**src/rtl/ctrl_pkg.sv**
```systemverilog
// Shared types and constants for the multicycle RV32I controller:
// ALU operation codes, FSM states, opcodes and datapath mux selects.
package ctrl_pkg;

    localparam int ALUCTRL_W = 4;
    localparam int FLAG_W    = 4;

    // ALU operation codes as understood by the ALU
    typedef enum logic [3:0] {
        ALU_ADD   = 4'd0,
        ALU_SUB   = 4'd1,
        ALU_AND   = 4'd2,
        ALU_OR    = 4'd3,
        ALU_SLT   = 4'd5,
        ALU_SLL   = 4'd6,
        ALU_SRL   = 4'd7,
        ALU_XOR   = 4'd8,
        ALU_SLTU  = 4'd9,
        ALU_SRA   = 4'd10,
        ALU_LUI   = 4'd11,
        ALU_AUIPC = 4'd12
    } alu_op_t;

    // Coarse ALU operation class handed from the FSM to the ALU decoder
    typedef enum logic [1:0] {
        ALUCLS_ADD   = 2'd0,
        ALUCLS_SUB   = 2'd1,
        ALUCLS_FUNCT = 2'd2,
        ALUCLS_UPPER = 2'd3
    } alu_class_t;

    // Controller states, one per cycle
    typedef enum logic [3:0] {
        S_FETCH    = 4'd0,
        S_DECODE   = 4'd1,
        S_MEMADR   = 4'd2,
        S_MEMREAD  = 4'd3,
        S_MEMWB    = 4'd4,
        S_MEMWRITE = 4'd5,
        S_EXECR    = 4'd6,
        S_EXECI    = 4'd7,
        S_UPPER    = 4'd8,
        S_ALUWB    = 4'd9,
        S_BRANCH   = 4'd10,
        S_JAL      = 4'd11,
        S_TRAP     = 4'd12
    } state_t;

    // Opcodes
    localparam logic [6:0] OP_LOAD   = 7'b0000011;
    localparam logic [6:0] OP_STORE  = 7'b0100011;
    localparam logic [6:0] OP_RTYPE  = 7'b0110011;
    localparam logic [6:0] OP_ITYPE  = 7'b0010011;
    localparam logic [6:0] OP_BRANCH = 7'b1100011;
    localparam logic [6:0] OP_JAL    = 7'b1101111;
    localparam logic [6:0] OP_LUI    = 7'b0110111;
    localparam logic [6:0] OP_AUIPC  = 7'b0010111;

    // Datapath mux selects
    localparam logic [1:0] RES_ALUOUT    = 2'b00;
    localparam logic [1:0] RES_DATA      = 2'b01;
    localparam logic [1:0] RES_ALURESULT = 2'b10;
    localparam logic [1:0] SRCA_PC       = 2'b00;
    localparam logic [1:0] SRCA_OLDPC    = 2'b01;
    localparam logic [1:0] SRCA_RD1      = 2'b10;
    localparam logic [1:0] SRCB_RD2      = 2'b00;
    localparam logic [1:0] SRCB_IMM      = 2'b01;
    localparam logic [1:0] SRCB_FOUR     = 2'b10;
    localparam logic [2:0] IMM_I         = 3'b000;
    localparam logic [2:0] IMM_S         = 3'b001;
    localparam logic [2:0] IMM_B         = 3'b010;
    localparam logic [2:0] IMM_J         = 3'b011;
    localparam logic [2:0] IMM_U         = 3'b100;

    // Branch condition from funct3 and the SUB flags {N,Z,C,V}; C=1 means A>=B unsigned
    function automatic logic branch_taken(input logic [2:0] f3, input logic [FLAG_W-1:0] flags);
        logic taken;
        case (f3)
            3'b000:  taken = flags[2];
            3'b001:  taken = ~flags[2];
            3'b100:  taken = flags[3] ^ flags[0];
            3'b101:  taken = ~(flags[3] ^ flags[0]);
            3'b110:  taken = ~flags[1];
            3'b111:  taken = flags[1];
            default: taken = 1'b0;
        endcase
        return taken;
    endfunction

endpackage

```
**src/rtl/alu_decoder.sv**
```systemverilog
// Combinational ALU decoder: turns the FSM's ALU class plus instruction
// fields into the 4-bit ALUControl code.
module alu_decoder
    import ctrl_pkg::*;
(
    input  logic [1:0]           alu_class,
    input  logic [2:0]           funct3,
    input  logic                 funct7b5,
    input  logic                 op5,
    output logic [ALUCTRL_W-1:0] alu_control
);

    // Map class and funct fields to an ALU op; op5 separates R-type from I-type and lui from auipc
    always_comb begin
        alu_control = ALU_ADD;
        case (alu_class)
            ALUCLS_ADD:   alu_control = ALU_ADD;
            ALUCLS_SUB:   alu_control = ALU_SUB;
            ALUCLS_UPPER: alu_control = op5 ? ALU_LUI : ALU_AUIPC;
            ALUCLS_FUNCT: begin
                case (funct3)
                    3'b000:  alu_control = (op5 & funct7b5) ? ALU_SUB : ALU_ADD;
                    3'b001:  alu_control = ALU_SLL;
                    3'b010:  alu_control = ALU_SLT;
                    3'b011:  alu_control = ALU_SLTU;
                    3'b100:  alu_control = ALU_XOR;
                    3'b101:  alu_control = funct7b5 ? ALU_SRA : ALU_SRL;
                    3'b110:  alu_control = ALU_OR;
                    3'b111:  alu_control = ALU_AND;
                    default: alu_control = ALU_ADD;
                endcase
            end
            default: alu_control = ALU_ADD;
        endcase
    end

endmodule

```
**src/rtl/multicycle_controller.sv**
```systemverilog
// Multicycle RV32I control FSM: sequences each instruction through its
// states and decodes mux selects, write enables and the ALU op from state.
module multicycle_controller
    import ctrl_pkg::*;
(
    input  logic                 clk,
    input  logic                 reset,
    input  logic [6:0]           op,
    input  logic [2:0]           funct3,
    input  logic                 funct7b5,
    input  logic [FLAG_W-1:0]    Flags,
    output logic                 PCWrite,
    output logic                 AdrSrc,
    output logic                 MemWrite,
    output logic                 IRWrite,
    output logic                 RegWrite,
    output logic [1:0]           ResultSrc,
    output logic [1:0]           ALUSrcA,
    output logic [1:0]           ALUSrcB,
    output logic [2:0]           ImmSrc,
    output logic [ALUCTRL_W-1:0] ALUControl,
    output logic                 illegal
);

    state_t      state_r;
    state_t      next_state_s;
    logic        pc_write_s;
    logic        mem_write_s;
    logic        ir_write_s;
    logic        reg_write_s;
    logic [1:0]  alu_class_s;

    // State register; reset aborts any instruction in flight
    always_ff @(posedge clk) begin
        if (reset) begin
            state_r <= S_FETCH;
        end else begin
            state_r <= next_state_s;
        end
    end

    // Next-state logic; unsupported opcodes and branch funct3 010/011 go to TRAP
    always_comb begin
        next_state_s = state_r;
        case (state_r)
            S_FETCH:  next_state_s = S_DECODE;
            S_DECODE: begin
                case (op)
                    OP_LOAD, OP_STORE: next_state_s = S_MEMADR;
                    OP_RTYPE:          next_state_s = S_EXECR;
                    OP_ITYPE:          next_state_s = S_EXECI;
                    OP_BRANCH:         next_state_s = (funct3[2:1] == 2'b01) ? S_TRAP : S_BRANCH;
                    OP_JAL:            next_state_s = S_JAL;
                    OP_LUI, OP_AUIPC:  next_state_s = S_UPPER;
                    default:           next_state_s = S_TRAP;
                endcase
            end
            S_MEMADR:   next_state_s = op[5] ? S_MEMWRITE : S_MEMREAD;
            S_MEMREAD:  next_state_s = S_MEMWB;
            S_MEMWB:    next_state_s = S_FETCH;
            S_MEMWRITE: next_state_s = S_FETCH;
            S_EXECR:    next_state_s = S_ALUWB;
            S_EXECI:    next_state_s = S_ALUWB;
            S_UPPER:    next_state_s = S_ALUWB;
            S_ALUWB:    next_state_s = S_FETCH;
            S_BRANCH:   next_state_s = S_FETCH;
            S_JAL:      next_state_s = S_ALUWB;
            S_TRAP:     next_state_s = S_TRAP;
            default:    next_state_s = S_FETCH;
        endcase
    end

    // Output decode from state (branch PCWrite additionally looks at the live flags)
    always_comb begin
        pc_write_s  = 1'b0;
        AdrSrc      = 1'b0;
        mem_write_s = 1'b0;
        ir_write_s  = 1'b0;
        reg_write_s = 1'b0;
        ResultSrc   = RES_ALUOUT;
        ALUSrcA     = SRCA_PC;
        ALUSrcB     = SRCB_RD2;
        ImmSrc      = IMM_I;
        alu_class_s = ALUCLS_ADD;
        illegal     = 1'b0;
        case (state_r)
            S_FETCH: begin
                ir_write_s = 1'b1;
                pc_write_s = 1'b1;
                ALUSrcA    = SRCA_PC;
                ALUSrcB    = SRCB_FOUR;
                ResultSrc  = RES_ALURESULT;
            end
            S_DECODE: begin
                ALUSrcA = SRCA_OLDPC;
                ALUSrcB = SRCB_IMM;
                ImmSrc  = IMM_B;
            end
            S_MEMADR: begin
                ALUSrcA = SRCA_RD1;
                ALUSrcB = SRCB_IMM;
                ImmSrc  = op[5] ? IMM_S : IMM_I;
            end
            S_MEMREAD: AdrSrc = 1'b1;
            S_MEMWB: begin
                ResultSrc   = RES_DATA;
                reg_write_s = 1'b1;
            end
            S_MEMWRITE: begin
                AdrSrc      = 1'b1;
                mem_write_s = 1'b1;
            end
            S_EXECR: begin
                ALUSrcA     = SRCA_RD1;
                ALUSrcB     = SRCB_RD2;
                alu_class_s = ALUCLS_FUNCT;
            end
            S_EXECI: begin
                ALUSrcA     = SRCA_RD1;
                ALUSrcB     = SRCB_IMM;
                alu_class_s = ALUCLS_FUNCT;
            end
            S_UPPER: begin
                ALUSrcA     = op[5] ? SRCA_RD1 : SRCA_OLDPC;
                ALUSrcB     = SRCB_IMM;
                ImmSrc      = IMM_U;
                alu_class_s = ALUCLS_UPPER;
            end
            S_ALUWB: begin
                ResultSrc   = RES_ALUOUT;
                reg_write_s = 1'b1;
            end
            S_BRANCH: begin
                ALUSrcA     = SRCA_RD1;
                ALUSrcB     = SRCB_RD2;
                alu_class_s = ALUCLS_SUB;
                pc_write_s  = branch_taken(funct3, Flags);
            end
            S_JAL: begin
                ALUSrcA    = SRCA_OLDPC;
                ALUSrcB    = SRCB_FOUR;
                pc_write_s = 1'b1;
            end
            S_TRAP:  illegal = 1'b1;
            default: illegal = 1'b0;
        endcase
    end

    // No architectural write may happen in a cycle where reset is asserted
    assign PCWrite  = pc_write_s  & ~reset;
    assign MemWrite = mem_write_s & ~reset;
    assign IRWrite  = ir_write_s  & ~reset;
    assign RegWrite = reg_write_s & ~reset;

    alu_decoder u_alu_decoder (
        .alu_class   (alu_class_s),
        .funct3      (funct3),
        .funct7b5    (funct7b5),
        .op5         (op[5]),
        .alu_control (ALUControl)
    );

endmodule

```
**config.mk**
```make
export PLATFORM = sky130hd
export DESIGN_NAME = multicycle_controller
export DESIGN_NICKNAME = d
export VERILOG_FILES = /design/src/rtl/ctrl_pkg.sv /design/src/rtl/alu_decoder.sv /design/src/rtl/multicycle_controller.sv
export SDC_FILE = /design/constraint.sdc
export NUM_CORES = 1
export LEC_CHECK = 0
export BUFFER_PORTS_ARGS = -buffer_cell sky130_fd_sc_hd__buf_4
export CAP_MARGIN = 20
export CORE_ASPECT_RATIO = 1.75
export CORE_UTILIZATION = 30
export DETAILED_ROUTE_END_ITERATION = 10
export PLACE_DENSITY_LB_ADDON = 0.12
export SYNTH_ARGS = -nofsm -noshare
export SYNTH_HDL_FRONTEND = slang
export SYNTH_SLANG_ARGS = --single-unit
```
**constraint.sdc**
```tcl
create_clock -name clk -period 1.4 [get_ports clk]
set_input_delay 0 -clock clk [delete_from_list [all_inputs] [get_ports clk]]
set_output_delay 0 -clock clk [all_outputs]
set_load 0.005 [all_outputs]
```
# ---- After elaboration in Yosys (flattened, before gate mapping)
# Index checks and enable logic that the tools add are counted.
dict set report word_totals {
  register_bits 4
  inputBits 17
  out_inout_bits 19
  wordCells 78
}
dict set report op_classes {
  n_eq_ne 31
  n_mux 23
  bitwise_logic 10
  reduce_logical 13
}
# operator count
set op_table {}
lappend op_table {{$pmux W4 S6} 2}
lappend op_table {{$pmux W4 S8} 1}
lappend op_table {{$eq A7 B6 Y1 const B} 3}
lappend op_table {{$eq A4 B4 Y1 const B} 5}
lappend op_table {{$eq A4 B3 Y1 const B} 4}
lappend op_table {{$pmux W4 S4} 1}
lappend op_table {{$eq A7 B5 Y1 const B} 2}
lappend op_table {{$eq A7 B7 Y1 const B} 2}
lappend op_table {{$reduce_or A2 Y1} 7}
lappend op_table {{$eq A3 B3 Y1 const B} 4}
lappend op_table {{$pmux W2 S3} 2}
lappend op_table {{$reduce_or A4 Y1} 3}
lappend op_table {{$mux W3} 3}
lappend op_table {{$pmux W3 S3} 1}
lappend op_table {{$eq A4 B2 Y1 const B} 2}
lappend op_table {{$pmux W2 S2} 2}
lappend op_table {{$eq A7 B2 Y1 const B} 1}
lappend op_table {{$mux W1} 7}
lappend op_table {{$eq A3 B2 Y1 const B} 2}
lappend op_table {{$pmux W1 S6} 1}
lappend op_table {{$and A1 B1 Y1} 5}
lappend op_table {{$eq A2 B1 Y1 const B} 2}
lappend op_table {{$eq A2 B2 Y1 const B} 2}
lappend op_table {{$eq A4 B1 Y1 const B} 1}
lappend op_table {{9 further kinds} 12}

# ---- Logic depth before layout (Yosys ltp)
dict set report logic_depth {
  ltp_word 5
  mapped_depth 6
  depth_no_buf 6
}

# ---- Cells and area by module
# Synthesis repeated with hierarchy kept, for this count alone.
dict set report hier_totals {
  hier_cells 121
  area_unflattened_um2 765.7
}
# module instances cells_per_inst area_each_um2 seq_area_each_um2
set by_module_without_submodules {}
lappend by_module_without_submodules {multicycle_controller 1 100 618.1 80.1}
lappend by_module_without_submodules {alu_decoder 1 21 147.6 0.0}

# ---- Worst setup path after synthesis
# No wires, ideal clock.
dict set report synth_timing {
  kind {flip-flop to flip-flop}
  startpoint {reg state_r[1]}
  endpoint {reg state_r[1]}
  arrival_ns 1.142
  t_required_ns 1.336
  path_slack_ns 0.194
  path_stages_with_launch 6
  n_path_buf 2
  synth_period_minus_slack_ns 1.206
  path_cell_list {dfxtp_1 buf_2 buf_1 nand3_1 o32a_1 nor2_1}
}
dict set report synth_via {
  elab_chain_cells 3
  elab_cells_between_ends 11
  cone_classes {eq/ne (8); mux (1); reduce/logical (2)}
}
# element line
set synth_lines {}
lappend synth_lines {{from (decl)} multicycle_controller.sv:25} ;# state_t state_r;
lappend synth_lines {{from (signal assigned)} multicycle_controller.sv:38} ;# state_r <= next_state_s;
lappend synth_lines {{$eq A4 B4 Y1 or $eq A4 B3 Y1 (tied branches)} multicycle_controller.sv:45} ;# case (state_r)
lappend synth_lines {{$reduce_or A4 Y1 (no source line)} n/a}
lappend synth_lines {{$pmux W4 S6 (*)} multicycle_controller.sv:45}
# Every way passes the cells marked *; elsewhere a longest branch is shown, timed or not.
# A chain may end at the register's enable or synchronous reset.

# ---- Worst setup path in the final report
dict set report layout_timing {
  startpoint {reg state_r[3]}
  endpoint {out ALUSrcB[1]}
}
dict set report layout_via {
  elab_chain_cells 3
  elab_cells_between_ends 9
  cone_classes {eq/ne (5); mux (1); reduce/logical (3)}
}
# element line
set layout_lines {}
lappend layout_lines {{$eq A4 B4 Y1, or another cell as far along} multicycle_controller.sv:86} ;# case (state_r)
lappend layout_lines {{$reduce_or A4 Y1 (no source line) or $reduce_or A2 Y1 (tied branches)} n/a}
lappend layout_lines {{$pmux W2 S2 (*)} multicycle_controller.sv:86}
lappend layout_lines {{to (decl)} multicycle_controller.sv:19} ;# output logic [1:0] ALUSrcB,
# Marked as above.

==> flow_summary.yaml <==
floorplanning:
  fp.coreArea_mm2: 0.00227
  die_w_um: 38.8
  rows: 23
  die-area_mm2: 0.00258
  initial_core_util: 0.313
  io_pins: 36
  die_h_um: 66.4
route:
  antenna_left: 0
  via_per_inst: 5.34
  drt_iter0_markers: 24
  routedWlPerCell_um: 12.1
  vias: 977
  dr.pass1.iters: 6
  wirelength_mm: 2.22
  drc_errors: 0
final_layout:
  layout_common_cells: "47 x buf_4, 14 x nor2_1, 11 x nand2_1, 11 x a21oi_1, 8 x o21ai_0"
  diodes: 0
  synthToLayoutAreaGrowth_pct: 62.0
  drive_gt1_frac: 0.392
  fin_nets: 177
  top_register: "state_r"
  instances_no_fill: 183
  largest_reg_flops: 4
  reg_top3: "state_r x4"
  layout_commonest_cell: "buf_4"
clock_tree:
  root_buffer: "clkbuf_8"
  htreeDepth: 1
  numCtsBuffers: 3
  cts.path.max_buffers: 2
  clk_latency_ps: 210
  clock-sinks: 4
  cts.clk_slew.worst_paths_ps: 30
  cts_tree: "built"
synth:
  yosys.area.top_type: "dfxtp_1"
  synth.avg_cell_area_um2: 6.25
  syn_nets: 131
  netlist_area_um2: 712
  ys_seq_area_frac: 0.112
  ys_seq_elements: 4
  synth_cell_type_count: 38
  ys.warnings.count: 0
  syn_inst: 114
  ys.flop_type: "dfxtp_1"
  yosys-top-cells-area: "dfxtp_1 11%, nor2_1 7.9%, a21oi_1 7.7%"
  async_flop_share: 0
  synth.top_cell.area_share: 0.112
  synth_edf_count: 0
sta:
  fin_ws_ps: 40.6
  report.final.slew_viol_count: 0
  finalCritPeriodShare: 0.971
  max_freq_mhz: 736
  final-hold-violation-count: 0
  setup_viol: 0
  rsz0062_at_grt: "yes"
  tightest_slew_ps: 332
  setup_tns_ps: 0
  skew_ps: 0.0922
  final.min_clock_period_ps: 1360
  slew-limit-headroom: 0.775
critical_path:
  cp_num_buf_inv: 2
  arrival_ps: 1360
  path_delay_family: "flip-flops"
  crit_slowest_cell: "dfxtp_4"
  critical_path_required_ps: 1400
  worst_setup_path_start_kind: "register"
  max_stage_delay_ps: 360
  path_common_cell: "buf_4"
  crit_chain: "buf_4, or3_1, a21oi_1, buf_4"
  endpoint_kind: "output pin"
  crit_fanout: 7
  critPathKind: "reg2out"
min_path:
  min-delay-path-class: "in2reg"
global_routing:
  grt_pass1_wl_mm: 3.47
  gr-total-overflow: 0
  grt_max_degree: 17
  grt_pass1_vias: 844
  antenna_found_initial: 0
  grt_usage: 0.179
placed_design:
  portBuffers: 35
  placedCellCount: 173
  place_congestion: 0.833
  hpwlAfterDp_mm: 1.68
  post-place-ws_ps: 26.8
flow_run:
  cap_violations: 0
power_and_ir_drop:
  irDropWorstVdd_mv: 0.792
  power.total_mw: 1.33
  power_density_mw_per_mm2: 1150
  leakagePower_nw: 0.530
run_status:
  status: "finished clean"
[metal layers]
metal	wire length, µm	vias to the layer above	part of all wire	global-route usage
met5	0	-	0	0
met4	12	0	0.0054	0.0733
met3	85	2	0.038	0.0101
met2	1200	25	0.54	0.323
met1	921	443	0.42	0.203
li1	-	507	-	-
[worst min-delay path: stages]
cell	delay (ps)
buf_4	130
o32a_1	140
nor2_1	40
[cells by family after synthesis]
group	count (synthesis)	synth area share
AND/OR/NAND/NOR	52	0.371
buffers and inverters	14	0.0896
AO/OA/AOI/OAI	38	0.351
flip-flops	4	0.112
XOR/XNOR	5	0.0615
multiplexers	1	0.0141
[per-stage QoR]
stage / hold WS [ps] / utilization / cell area (µm²)
floorplan: 30.2 / - / 712
finish: 132 / 0.507 / 1150
global route: 157 / 0.507 / 1150
detailed placement: 234 / 0.449 / 1020
global placement: 230 / 0.449 / 1020
CTS: 133 / 0.480 / 1090
[report_power, final]
part | internal [mW] | switching, mW | total (mW)
Combinational | 0.496 | 0.414 | 0.910
Sequential | 0.144 | 0.0377 | 0.182
Clock | 0.183 | 0.0536 | 0.236
[final cells by class]
| class | count | area [µm²] |
|---|---|---|
| Timing Repair Buffer | 50 | 379 |
| Sequential cell | 4 | 91.3 |
| Clock buffer | 3 | 41.3 |
| Tap cell | 25 | 31.3 |
| Multi-Input combinational cell | 96 | 592 |
| Inverter | 5 | 18.8 |
| Fill cell | 238 | 1120 |
[path summary, 6_finish.rpt]
kind | depth (start not counted) | endpoint | start | slack [ps]
setup / recovery | 4 | ALUSrcB[1] | state_r[3]$_SDFF_PP0_ | 40
hold / removal | 3 | state_r[1]$_SDFF_PP0_ | op[5] | 130
setup reg to reg | 4 | state_r[0]$_SDFF_PP0_ | state_r[3]$_SDFF_PP0_ | 120
hold reg to reg | 2 | state_r[0]$_SDFF_PP0_ | state_r[0]$_SDFF_PP0_ | 640
[cells in the mapped netlist, types with 2 or more instances]
| library cell | count |
|---|---|
| dfxtp_1 | 4 |
| a211oi_1 | 2 |
| xnor2_1 | 3 |
| o22ai_1 | 3 |
| nor2b_1 | 2 |
| clkbuf_1 | 4 |
| nand3_1 | 4 |
| buf_2 | 3 |
| nand2b_1 | 5 |
| o21ai_0 | 8 |
| xor2_1 | 2 |
| nand2_1 | 11 |
| nor2_1 | 15 |
| a311oi_1 | 2 |
| and3_1 | 2 |
| nor3_1 | 7 |
| inv_1 | 5 |
| o31ai_1 | 2 |
| a21oi_1 | 11 |
[repair_timing]
action / CTS / global route
hold buffers: 1 / 0
pin swaps: 0 / 4
buffers inserted: 0 / 6
endpoints found under the setup margin: 12 / 10
cloned: 0 / 0
gates resized for setup: 7 / 5
endpoints found under the hold margin: 1 / 0
Note: power is estimated with default switching activity, not from simulation.
